**config.mk**
```make
export PLATFORM = sky130hd
export DESIGN_NAME = fir_interp2_seq
export DESIGN_NICKNAME = d
export VERILOG_FILES = /design/src/rtl/fir_interp2_seq.sv
export SDC_FILE = /design/constraint.sdc
export NUM_CORES = 1
export LEC_CHECK = 0
export ABC_AREA = 1
export BUFFER_PORTS_ARGS = -buffer_cell sky130_fd_sc_hd__buf_4
export CORE_MARGIN = 1
export CORE_UTILIZATION = 55
export CTS_BUF_LIST = sky130_fd_sc_hd__clkbuf_16
export DETAILED_ROUTE_END_ITERATION = 6
export GPL_TIMING_DRIVEN = 0
export PLACE_DENSITY = 0.74
export SYNTH_ARGS = -nofsm -noshare
export SYNTH_HDL_FRONTEND = slang
export SYNTH_SLANG_ARGS = --single-unit
```
**constraint.sdc**
```tcl
create_clock -name clk -period 6.75 [get_ports clk]
set_input_delay 1.35 -clock clk [delete_from_list [all_inputs] [get_ports clk]]
set_output_delay 1.35 -clock clk [all_outputs]
set_load 0.05 [all_outputs]
```
**src/rtl/fir_interp2_seq.sv**
```systemverilog
// 2x interpolating FIR: one 16x16 MAC per clock, two polyphase outputs per input.
// Phase 0 uses the even taps of the 19-tap low-pass, phase 1 the odd taps.
module fir_interp2_seq #(
    parameter int DW  = 16,
    parameter int AW  = 36,
    parameter int OSH = 16
) (
    input  logic          clk,
    input  logic          reset,
    input  logic [DW-1:0] in_data,
    input  logic          in_valid,
    output logic          in_ready,
    output logic [DW-1:0] out_data,
    output logic          out_valid,
    input  logic          out_ready
);

    typedef enum logic [2:0] {IDLE, MAC0, OUT0, MAC1, OUT1} state_t;

    state_t          state_q, state_d;
    logic [DW-1:0]   h_q [10];
    logic [DW-1:0]   h_d [10];
    logic [AW-1:0]   acc_q, acc_d;
    logic [3:0]      k_q, k_d;
    logic [DW-1:0]   out_data_q, out_data_d;
    logic            out_valid_q, out_valid_d;

    logic [4:0]      cidx;
    logic [DW-1:0]   coef;
    logic [DW-1:0]   tap;
    logic [2*DW-1:0] prod;
    logic [AW-1:0]   sum;
    logic [DW-1:0]   sat;

    always_comb begin
        unique case (cidx)
            5'd0, 5'd18: coef = 16'd26;
            5'd1, 5'd17: coef = 16'd270;
            5'd2, 5'd16: coef = 16'd963;
            5'd3, 5'd15: coef = 16'd2424;
            5'd4, 5'd14: coef = 16'd4869;
            5'd5, 5'd13: coef = 16'd8259;
            5'd6, 5'd12: coef = 16'd12194;
            5'd7, 5'd11: coef = 16'd15948;
            5'd8, 5'd10: coef = 16'd18666;
            5'd9:        coef = 16'd19660;
            default:     coef = 16'd0;
        endcase
    end

    assign cidx = {k_q, (state_q == MAC1)};
    assign tap  = (k_q <= 4'd9) ? h_q[k_q] : '0;
    assign prod = coef * tap;
    assign sum  = acc_q + {{(AW-2*DW){1'b0}}, prod};
    // Anything above the 16-bit output slice means the result clips.
    assign sat  = (|sum[AW-1:OSH+DW]) ? '1 : sum[OSH+DW-1:OSH];

    assign in_ready  = reset && (state_q == IDLE);
    assign out_data  = out_data_q;
    assign out_valid = out_valid_q;

    always_comb begin
        state_d     = state_q;
        h_d         = h_q;
        acc_d       = acc_q;
        k_d         = k_q;
        out_data_d  = out_data_q;
        out_valid_d = out_valid_q;
        unique case (state_q)
            IDLE: begin
                if (in_valid && in_ready) begin
                    for (int i = 9; i > 0; i--) h_d[i] = h_q[i-1];
                    h_d[0]  = in_data;
                    acc_d   = '0;
                    k_d     = '0;
                    state_d = MAC0;
                end
            end
            MAC0, MAC1: begin
                acc_d = sum;
                k_d   = k_q + 4'd1;
                if ((state_q == MAC0 && k_q == 4'd9) ||
                    (state_q == MAC1 && k_q == 4'd8)) begin
                    out_data_d  = sat;
                    out_valid_d = 1'b1;
                    state_d     = (state_q == MAC0) ? OUT0 : OUT1;
                end
            end
            OUT0, OUT1: begin
                if (out_ready) begin
                    out_valid_d = 1'b0;
                    acc_d       = '0;
                    k_d         = '0;
                    state_d     = (state_q == OUT0) ? MAC1 : IDLE;
                end
            end
            default: state_d = IDLE;
        endcase
    end

    always_ff @(posedge clk) begin
        if (!reset) begin
            state_q     <= IDLE;
            for (int i = 0; i < 10; i++) h_q[i] <= '0;
            acc_q       <= '0;
            k_q         <= '0;
            out_data_q  <= '0;
            out_valid_q <= 1'b0;
        end else begin
            state_q     <= state_d;
            h_q         <= h_d;
            acc_q       <= acc_d;
            k_q         <= k_d;
            out_data_q  <= out_data_d;
            out_valid_q <= out_valid_d;
        end
    end

endmodule

```
==> flow_summary.json <==
{
  "grt_usage_pct": 35.68,
  "synth_xor_area_share_pct": 0.3126,
  "synth_top_family_by_area": "adder cells",
  "synth-compound-area-share_pct": 12.02,
  "yosys.area_share.simple_pct": 20.78,
  "port_buffers": 36,
  "h-tree-depth": 1,
  "synth_area_leaders": "dfxtp_1, fa_1, inv_1",
  "stdcell_count": 3407,
  "relSlewSlack_pct": 42.99,
  "post-route-min-period_ns": 7.098,
  "yosysSeqAreaShare_pct": 22.46,
  "grt_max_degree": 15,
  "pin_count": 38,
  "crit_slowest_cell": "fa_1",
  "first_pass_iters": 5,
  "fin_skew_ns": 0.02297,
  "ys_ff_latch": 220,
  "start_kind": "flip-flop",
  "avgSynthCellArea_um2": 7.168,
  "cts_tree": "done",
  "cts_buffer_depth": 3,
  "setup_viol": 23,
  "synth_area_mm2": 0.01961,
  "tns_ns": -5.206,
  "placed_cells": 3227,
  "synth-edff-count": 0,
  "synthCells": 2736,
  "finalMaxSlewViolations": 0,
  "synthFlopType": "dfxtp_1",
  "final_antenna_net_count": 0,
  "fp-row-count": 68,
  "fp.dieW_um": 190.8,
  "setup_ws_ns": -0.3479,
  "violations": "setup timing",
  "fillers": 2808,
  "fmax_mhz": 140.9,
  "path_delay_family": "adder cells",
  "pre_cts_slack_ns": -1.461,
  "die_h_um": 190.8,
  "area_growth_pct": 23.40,
  "die-area_mm2": 0.03642,
  "worstSetupPathType": "reg2reg",
  "cts_sinks": 220,
  "cts_hold_buf": 0,
  "seq_area_mm2": 0.004415,
  "synth_top_area_share_pct": 22.46,
  "antenna_cells": 0,
  "dp.final_hpwl_mm": 48.49,
  "yosysWarnings": 0,
  "path_clk_slew_ns": 0.06,
  "vias_per_cell": 5.588,
  "hold_class": "reg2reg",
  "drv_cap": 0,
  "initial_core_util_pct": 56.36,
  "worstMarginPinSlew_ns": 0.8551,
  "dpl_cell_area_mm2": 0.02046,
  "async_reset_ff_share_pct": 0,
  "synth_cell_types": 44,
  "min_period_over_period_pct": 105.2,
  "vias": 19037,
  "grt_pass1_vias": 18446,
  "synth_fa_ha_area_share_pct": 29.19,
  "hold_violations": 0,
  "syn_nets": 3087,
  "gr-total-overflow": 0,
  "wl_per_cell_um": 19.10,
  "arrival_ns": 7.56,
  "drc": 0,
  "wirelength_mm": 65.08,
  "multi_input_area_mm2": 0.01370,
  "crit_required_ns": 7.21,
  "clock_latency_ns": 0.57,
  "grt_pass1_wl_mm": 99.37,
  "cts_root_buf": "clkbuf_16",
  "synthMuxAreaShare_pct": 0,
  "max_stage_delay_ns": 0.53,
  "drive_gt1_share_pct": 21.17,
  "drt_iter0_markers": 1852,
  "crit_path_max_fanout": 8,
  "rsz0062_at_grt": "true",
  "core_mm2": 0.03480,
  "path_buf_inv": 15,
  "cts_made_buffers": 26,
  "fin_area_mm2": 0.02420,
  "cp-end-kind": "flip-flop",
  "synth_top_area_cell": "dfxtp_1",
  "gp_congestion": 0.9820,
  "outcome": "finished, violations left",
  "fin_nets": 3284,
  "antenna_found_initial": 1
}
[registers in the layout, summed over array words and instances (netlist names)]
signal / count
acc_q: 36
h_q: 160
k_q: 4
out_data: 16
out_valid: 1
state_q: 3
[layout by cell type, fill, tap and decap left out, types with 5 or more instances in the layout]
master	count
buf_8	6
o21ai_2	6
clkinv_4	6
inv_2	49
buf_2	21
clkbuf_4	5
o21ai_0	213
o21ai_1	6
clkbuf_16	27
o22ai_1	11
xor2_4	6
inv_1	578
inv_4	11
buf_12	7
clkbuf_1	43
nand2_2	95
fa_1	199
nand2_1	486
ha_1	100
o221ai_2	10
nor2_4	18
buf_4	150
a21oi_1	125
nor2_2	17
o221ai_1	8
clkinv_1	6
buf_6	40
buf_1	7
nand3_2	11
dfxtp_1	217
ha_4	18
fa_2	12
a21oi_2	21
nor2_1	150
a21oi_4	9
nand3_1	159
nand2_4	28
[layout make-up]
type	instances	area share, %
Buffer	115	3.040
Inverter	641	10.24
Timing Repair Buffer	169	5.977
Clock buffer	26	2.688
Tap cell	455	2.352
Multi-Input combinational cell	1760	56.62
Sequential cell	220	18.25
Clock inverter	21	0.8324
[per-layer routing]
layer	up-vias	global-route usage [%]	share of wire [%]
li1	8741	-	-
met4	0	13.66	4.3
met1	9123	49.36	41
met5	-	0	0
met3	177	7.085	11
met2	996	54.78	44
[metrics by stage]
stage | hold WS (ns) | util [%]
floorplan | 0.4390 | -
global placement | 0.4486 | 58.79
detailed placement | 0.4572 | 58.79
CTS | 0.4659 | 66.46
global route | 0.4836 | 69.55
finish | 0.4612 | 69.55
[repair_timing]
action | in CTS | in global routing
cloned | 5 | 0
endpoints found under the setup margin | 44 | 39
resized for setup | 272 | 216
buffers inserted | 90 | 38
pin swaps | 99 | 139
[logic make-up (layout without fill, tap and decap cells)]
kind of cell,after synthesis,in the layout
flops,220,220
simple gates,988,988
fa+ha+maj,331,331
compound gates,434,434
xor+xnor,7,7
buf+inv,756,972
[Yosys cell counts, types with 2 or more instances]
| master | number |
|---|---|
| inv_1 | 613 |
| ha_1 | 120 |
| clkinv_1 | 2 |
| buf_1 | 8 |
| buf_4 | 14 |
| nor2_1 | 176 |
| fa_1 | 211 |
| o21ai_1 | 4 |
| nor3_2 | 2 |
| a21oi_1 | 151 |
| and3_1 | 3 |
| a32oi_1 | 2 |
| o221ai_1 | 21 |
| a21oi_2 | 4 |
| nor3_1 | 4 |
| nand3_1 | 174 |
| nor2_4 | 6 |
| o21ai_0 | 225 |
| inv_2 | 25 |
| o22ai_1 | 13 |
| a22oi_1 | 5 |
| clkbuf_1 | 52 |
| nand2_2 | 15 |
| nor2_2 | 3 |
| buf_2 | 34 |
| or2_2 | 4 |
| nand2_1 | 596 |
| xor2_1 | 7 |
| o211ai_1 | 2 |
| buf_6 | 7 |
| dfxtp_1 | 220 |
[tightest hold or removal path, stage by stage, from the launching register on]
cell	delay (ns)
dfxtp_1	0.31
nand2_1	0.06
a21oi_1	0.05
[worst paths after layout]
| check | startpoint | end | slack, ns | depth (start not counted) |
|---|---|---|---|---|
| worst max-delay path | k_q[0]$_SDFFE_PN0P_ | out_data[9]$_SDFFE_PN0P_ | -0.35 | 39 |
| worst min-delay path | acc_q[8]$_SDFFE_PN0P_ | acc_q[8]$_SDFFE_PN0P_ | 0.46 | 2 |
| worst max register to register | k_q[0]$_SDFFE_PN0P_ | out_data[9]$_SDFFE_PN0P_ | -0.35 | 39 |
| worst min register to register | acc_q[8]$_SDFFE_PN0P_ | acc_q[8]$_SDFFE_PN0P_ | 0.46 | 2 |
Power is not shown: default switching activity piles up to over one toggle a cycle in this logic, so the estimate is an artifact.
